--- config.mk ---
export PLATFORM = sky130hd
export DESIGN_NAME = fic_seq_flat
export DESIGN_NICKNAME = d
export VERILOG_FILES = /design/src/rtl/fic_seq_pkg.sv /design/src/rtl/fic_seq_if.sv /design/src/rtl/fic_seq.sv /design/src/flat_wrapper.sv
export SDC_FILE = /design/constraint.sdc
export NUM_CORES = 1
export LEC_CHECK = 0
export ABC_AREA = 1
export BUFFER_PORTS_ARGS = -buffer_cell sky130_fd_sc_hd__buf_2
export CORE_MARGIN = 10
export CORE_UTILIZATION = 40
export CTS_CLUSTER_DIAMETER = 50
export CTS_CLUSTER_SIZE = 28
export DETAILED_ROUTE_END_ITERATION = 6
export GPL_ROUTABILITY_DRIVEN = 1
export GPL_TIMING_DRIVEN = 0
export PLACE_DENSITY = 0.73
export SLEW_MARGIN = 15
export SYNTH_ARGS = -nofsm -noshare
export SYNTH_HDL_FRONTEND = slang
export SYNTH_SLANG_ARGS = --single-unit
--- constraint.sdc ---
create_clock -name clk_sys -period 0.89 [get_ports clk_sys]
set_input_delay 0 -clock clk_sys [delete_from_list [all_inputs] [get_ports clk_sys]]
set_output_delay 0 -clock clk_sys [all_outputs]
set_load 0.005 [all_outputs]
--- src/rtl/fic_seq_pkg.sv ---
// Shared definitions for the FIC loop-counter sequencer: state encoding,
// operation codes and the registered control-strobe bundle.
package fic_seq_pkg;

    localparam int unsigned WIDTH_DEF    = 6;
    localparam int unsigned NORM_MAX_DEF = 39;

    localparam logic OP_ALIGN = 1'b0;
    localparam logic OP_NORM  = 1'b1;

    typedef enum logic [2:0] {
        IDLE  = 3'd0,
        LOAD  = 3'd1,
        CHECK = 3'd2,
        STEP  = 3'd3,
        DONE  = 3'd4
    } state_t;

    typedef struct packed {
        logic fic_load;
        logic fic_clr;
        logic fic_dec;
        logic fic_inc;
        logic shr;
        logic shl;
        logic done;
        logic busy;
    } ctl_t;

    // Strobe pattern owned by a given state; only the state and the captured op matter.
    function automatic ctl_t ctl_decode(input state_t st, input logic op);
        ctl_t c;
        c = '0;
        case (st)
            LOAD: begin
                c.fic_load = (op == OP_ALIGN);
                c.fic_clr  = (op == OP_NORM);
            end
            STEP: begin
                c.shr     = (op == OP_ALIGN);
                c.fic_dec = (op == OP_ALIGN);
                c.shl     = (op == OP_NORM);
                c.fic_inc = (op == OP_NORM);
            end
            DONE:    c.done = 1'b1;
            default: c = '0;
        endcase
        c.busy = (st != IDLE);
        return c;
    endfunction

endpackage

--- src/rtl/fic_seq_if.sv ---
// Signal bundle between AWP control / FIC / shifter (master) and the sequencer (slave).
interface fic_seq_if
    import fic_seq_pkg::*;
#(
    parameter int unsigned WIDTH = WIDTH_DEF
) ();

    logic             start;
    logic             op;
    logic [WIDTH-1:0] cnt;
    logic [WIDTH-1:0] fic_val;
    logic             norm_ok;
    logic             m_zero;

    logic             fic_load;
    logic [WIDTH-1:0] fic_in;
    logic             fic_clr;
    logic             fic_dec;
    logic             fic_inc;
    logic             shr;
    logic             shl;
    logic             busy;
    logic             done;
    logic             zero;
    logic             limit;

    modport master (
        output start, op, cnt, fic_val, norm_ok, m_zero,
        input  fic_load, fic_in, fic_clr, fic_dec, fic_inc, shr, shl,
        input  busy, done, zero, limit
    );

    modport slave (
        input  start, op, cnt, fic_val, norm_ok, m_zero,
        output fic_load, fic_in, fic_clr, fic_dec, fic_inc, shr, shl,
        output busy, done, zero, limit
    );

endinterface

--- src/rtl/fic_seq.sv ---
// FIC loop sequencer: runs ALIGN (shift right by count) and NORM (shift left
// until normalized) by loading, clearing and stepping the external FIC counter.
module fic_seq
    import fic_seq_pkg::*;
#(
    parameter int unsigned      WIDTH    = WIDTH_DEF,
    parameter logic [WIDTH-1:0] NORM_MAX = WIDTH'(NORM_MAX_DEF)
) (
    input logic      clk_sys,
    input logic      rst,
    fic_seq_if.slave bus
);

    state_t           state;
    state_t           state_next;
    logic             op_q;
    logic             op_next;
    logic [WIDTH-1:0] cnt_q;
    logic [WIDTH-1:0] cnt_next;
    logic             zero_q;
    logic             zero_next;
    logic             limit_q;
    logic             limit_next;
    ctl_t             ctl_q;
    ctl_t             ctl_next;

    always_ff @(posedge clk_sys) begin
        if (rst) begin
            state   <= IDLE;
            op_q    <= OP_ALIGN;
            cnt_q   <= '0;
            zero_q  <= 1'b0;
            limit_q <= 1'b0;
            ctl_q   <= '0;
        end else begin
            state   <= state_next;
            op_q    <= op_next;
            cnt_q   <= cnt_next;
            zero_q  <= zero_next;
            limit_q <= limit_next;
            ctl_q   <= ctl_next;
        end
    end

    // Strobes are decoded from the next state so every output leaves a flop.
    always_comb begin
        state_next = state;
        op_next    = op_q;
        cnt_next   = cnt_q;
        zero_next  = zero_q;
        limit_next = limit_q;

        case (state)
            IDLE: begin
                if (bus.start) begin
                    state_next = LOAD;
                    op_next    = bus.op;
                    cnt_next   = bus.cnt;
                    zero_next  = 1'b0;
                    limit_next = 1'b0;
                end
            end
            LOAD: state_next = CHECK;
            CHECK: begin
                if (op_q == OP_ALIGN) begin
                    state_next = (bus.fic_val == '0) ? DONE : STEP;
                end else if (bus.m_zero) begin
                    zero_next  = 1'b1;
                    state_next = DONE;
                end else if (bus.norm_ok) begin
                    state_next = DONE;
                end else if (bus.fic_val == NORM_MAX) begin
                    limit_next = 1'b1;
                    state_next = DONE;
                end else begin
                    state_next = STEP;
                end
            end
            STEP:    state_next = CHECK;
            DONE:    state_next = IDLE;
            default: state_next = IDLE;
        endcase

        ctl_next = ctl_decode(state_next, op_next);
    end

    assign bus.fic_load = ctl_q.fic_load;
    assign bus.fic_clr  = ctl_q.fic_clr;
    assign bus.fic_dec  = ctl_q.fic_dec;
    assign bus.fic_inc  = ctl_q.fic_inc;
    assign bus.shr      = ctl_q.shr;
    assign bus.shl      = ctl_q.shl;
    assign bus.done     = ctl_q.done;
    assign bus.busy     = ctl_q.busy;
    assign bus.fic_in   = cnt_q;
    assign bus.zero     = zero_q;
    assign bus.limit    = limit_q;

endmodule

--- src/flat_wrapper.sv ---
// flat-port wrapper written by rule: the top's interface ports become plain ports
module fic_seq_flat import fic_seq_pkg::*;
#(
    parameter int unsigned      WIDTH    = WIDTH_DEF,
    parameter logic [WIDTH-1:0] NORM_MAX = WIDTH'(NORM_MAX_DEF)
)
  (clk_sys, rst, bus_start, bus_op, bus_cnt, bus_fic_val, bus_norm_ok, bus_m_zero, bus_fic_load, bus_fic_in, bus_fic_clr, bus_fic_dec, bus_fic_inc, bus_shr, bus_shl, bus_busy, bus_done, bus_zero, bus_limit);
  fic_seq_if #(.WIDTH(WIDTH)) bus_i ();
  input logic clk_sys;
  input logic rst;
  input wire logic [$bits(bus_i.start)-1:0] bus_start;
  input wire logic [$bits(bus_i.op)-1:0] bus_op;
  input wire logic [$bits(bus_i.cnt)-1:0] bus_cnt;
  input wire logic [$bits(bus_i.fic_val)-1:0] bus_fic_val;
  input wire logic [$bits(bus_i.norm_ok)-1:0] bus_norm_ok;
  input wire logic [$bits(bus_i.m_zero)-1:0] bus_m_zero;
  output wire logic [$bits(bus_i.fic_load)-1:0] bus_fic_load;
  output wire logic [$bits(bus_i.fic_in)-1:0] bus_fic_in;
  output wire logic [$bits(bus_i.fic_clr)-1:0] bus_fic_clr;
  output wire logic [$bits(bus_i.fic_dec)-1:0] bus_fic_dec;
  output wire logic [$bits(bus_i.fic_inc)-1:0] bus_fic_inc;
  output wire logic [$bits(bus_i.shr)-1:0] bus_shr;
  output wire logic [$bits(bus_i.shl)-1:0] bus_shl;
  output wire logic [$bits(bus_i.busy)-1:0] bus_busy;
  output wire logic [$bits(bus_i.done)-1:0] bus_done;
  output wire logic [$bits(bus_i.zero)-1:0] bus_zero;
  output wire logic [$bits(bus_i.limit)-1:0] bus_limit;
  assign bus_i.start = bus_start;
  assign bus_i.op = bus_op;
  assign bus_i.cnt = bus_cnt;
  assign bus_i.fic_val = bus_fic_val;
  assign bus_i.norm_ok = bus_norm_ok;
  assign bus_i.m_zero = bus_m_zero;
  assign bus_fic_load = bus_i.fic_load;
  assign bus_fic_in = bus_i.fic_in;
  assign bus_fic_clr = bus_i.fic_clr;
  assign bus_fic_dec = bus_i.fic_dec;
  assign bus_fic_inc = bus_i.fic_inc;
  assign bus_shr = bus_i.shr;
  assign bus_shl = bus_i.shl;
  assign bus_busy = bus_i.busy;
  assign bus_done = bus_i.done;
  assign bus_zero = bus_i.zero;
  assign bus_limit = bus_i.limit;
  fic_seq #(.WIDTH(WIDTH), .NORM_MAX(NORM_MAX)) u_core (.clk_sys(clk_sys), .rst(rst), .bus(bus_i));
endmodule
==> results by group <==
Run status
  – Outcome: complete, but fails checks
  – Failing checks: negative setup slack

Floorplan
  – Core Area: between 0.0015 and 0.002 mm^2
  – IO Pins: 34
  – Row count: 15
  – Initial Utilization: 42.37%
  – DIE HEIGHT: 63.00 um
  – Die ar.: between 0.003 and 0.004 mm^2
  – Die Span X: 63.00 um

Global route
  – Largest net degree at the start of global routing: 11
  – Total track usage: 10.05%
  – Global-route wire length before repair: 3277 um
  – GR Overflow Total: 0
  – Initial antenna violation count: 0
  – Vias in the first global route: a little under 800

Placed design
  – Port Buffers: 32
  – Dpl cells: 150
  – Hpwl dp: between 1000 and 1500 um
  – Placer congestion estimate: between 0.7 and 0.8

Layout
  – Area Overhead vs Synth: 54.31%
  – Final nets: 160
  – Max reg flops: 6
  – Filler cells: approximately 160
  – Fraction of layout cells with a size suffix above 1: 51.06%
  – Non-Filler Instances: roughly 170
  – ANT cells: 0

Synth
  – Adder-Cell Fraction of Synth Area: 0%
  – Synth Area in Compound Gates: 10.66%
  – FFs w/ async S/R, synth: 0%
  – Post-synth EDFFs: 0
  – Post-Synth XOR/XNOR Area: 0%
  – Synth Register Bits: 18
  – Register area share after synthesis: 48.73%
  – Synth Instances: 93
  – Primary FF master, synth: dfxtp_1
  – Post-Synth Simple-Gate Area: 29.78%
  – Synth Cell Area: between 700 and 800 um^2
  – Syn Nets: roughly 110
  – Post-synth cell types: 21
  – Synth warn: 0
  – Mux contribution to synthesized area: 0%
  – Syn_area_per_cell: ~8 um^2
  – Largest family of logic cells by synthesized area: simple AND/OR/NAND/NOR gates

Detailed routing
  – WL final: 2094 um
  – Antenna Violating Nets Remaining: 0
  – Via count: 745
  – Iter 0 DRT Violations: 10
  – Vias per cell: 4.488
  – Wire per inst: 12.61 um
  – DRC viols: 0
  – Initial DRT Pass Iterations: 3

Power
  – Max VDD drop: 0.001428 V
  – Leakage: about 0.56 nW
  – Pwr dens: 1652 mW/mm^2

Clock tree
  – CTS Root Cell: clkbuf_4
  – Clock transition at path regs: 100 ps
  – Skew-Pair Late Insertion Delay: 300 ps
  – Clk sink count: 18
  – H-Tree Depth: 1
  – CTS tree: done
  – Total CTS buffers: 3
  – Clock buffer depth: 2

STA
  – Unrepaired setup endpoints after global routing: yes
  – Slew @ Worst Pin: 420.8 ps
  – Skew final: 3.577 ps
  – Period utilization: 117.2%
  – Slew headroom: 71.92%
  – Fin Setup TNS: -1968 ps
  – Crit path time final: between 1000 and 1500 ps
  – Fmax: roughly 960 MHz
  – Max-slew violation count: 0
  – Final hold viol count: 0
  – Final setup fails: 18
  – Final critical-path setup slack: -153.2 ps

Critical path
  – Crit Path Category: flop to flop
  – CP Capture Type: flop
  – Arrival @ worst endpoint: 1240 ps
  – CP required: 1090 ps
  – CP Max Fanout: 3
  – Crit start category: flop

Worst hold path
  – Worst Hold Class: input pin to flop

Flow run
  – Max Cap Viol: 0
==> where the power goes <==
group          switching [mW]  total, mW  internal [mW]
clock network           0.253      0.503          0.250
registers              0.0345      0.910          0.876
logic                   0.252      0.472          0.221
total                   0.539       1.88           1.35
==> metal layers <==
metal	GRT usage (%)	part of all wire, %
met1	8.577	37
met4	1.676	0.57
met2	19.04	53
met5	0	0
met3	6.631	9.5
==> cell usage in the layout (no fill, tap or decap), types with 5 or more instances in the layout <==
| cell | count |
|---|---|
| o21ai_2 | 6 |
| nor2_1 | 22 |
| nand2_1 | 8 |
| inv_1 | 8 |
| buf_2 | 32 |
| dfxtp_1 | 13 |
| dlygate4sd3_1 | 8 |
| inv_2 | 5 |
==> kinds of logic (layout without fill, tap and decap cells) <==
kind of cell    count (synthesis)  count (layout)
simple gates                   45              45
buf+inv                        17              65
flops                          18              18
compound gates                 13              13
==> cell type report <==
cell class	instances	area (um^2)	share of cell area, %
multi-input cells	58	340.3	29.82
plain buffers	4	31.28	2.741
flip-flops and latches	18	369.1	32.35
repair buffers	44	284.0	24.89
clock buffers	4	36.28	3.180
well taps	25	31.28	2.741
inverters	13	48.80	4.276
==> final timing paths <==
kind / from / end / slack, ps / cells past startpoint
worst max-delay path: u_core.state[1]$_SDFF_PP0_ / u_core.bus.busy$_SDFF_PP0_ / -150 / 5
worst min-delay path: bus_m_zero / u_core.bus.zero$_SDFFE_PP0P_ / 20 / 3
worst max register to register: u_core.state[1]$_SDFF_PP0_ / u_core.bus.busy$_SDFF_PP0_ / -150 / 5
worst min register to register: u_core.bus.zero$_SDFFE_PP0P_ / u_core.bus.zero$_SDFFE_PP0P_ / 450 / 2
==> cells in the mapped netlist, types with 2 or more instances <==
master   number  area share [%]
a21oi_1       4             2.7
nor3_1        2             1.4
nand3_1       2             1.4
nand2_1      12             6.1
nor3_2        2             2.7
inv_1         9             4.6
nor2_1       22              11
o21ai_1       6             4.1
inv_2         4             2.0
dfxtp_1      18              49
buf_4         2             2.0
==> per-stage QoR <==
stage	worst slack (ps)	power [mW]	area, um^2	hold slack [ps]	util [%]
final	-153.2	1.885	1141	22.54	65.38
after global routing	-200.1	1.990	1141	62.30	65.38
after CTS	-126.9	1.850	1084	-53.26	62.08
after detailed placement	-123.0	1.295	933.4	243.4	53.48
after global placement	-92.12	1.282	933.4	231.4	53.48
after floorplan	-48.10	1.156	742.0	146.0	-
==> worst max-delay path, cell delays in order (launching register included) <==
cell	delay, ps
dfxtp_4	370
buf_4	130
nand3_2	100
inv_2	70
o31ai_1	220
inv_1	50
==> what timing repair did <==
action / CTS / global route
gates cloned: 1 / 0
buffers inserted: 1 / 2
gates resized for setup: 11 / 11
hold endpoints to repair: 14 / 7
setup endpoints to repair: 16 / 19
hold buffers: 7 / 1
pin swaps: 2 / 6
Note: power is estimated with default switching activity, not from simulation.
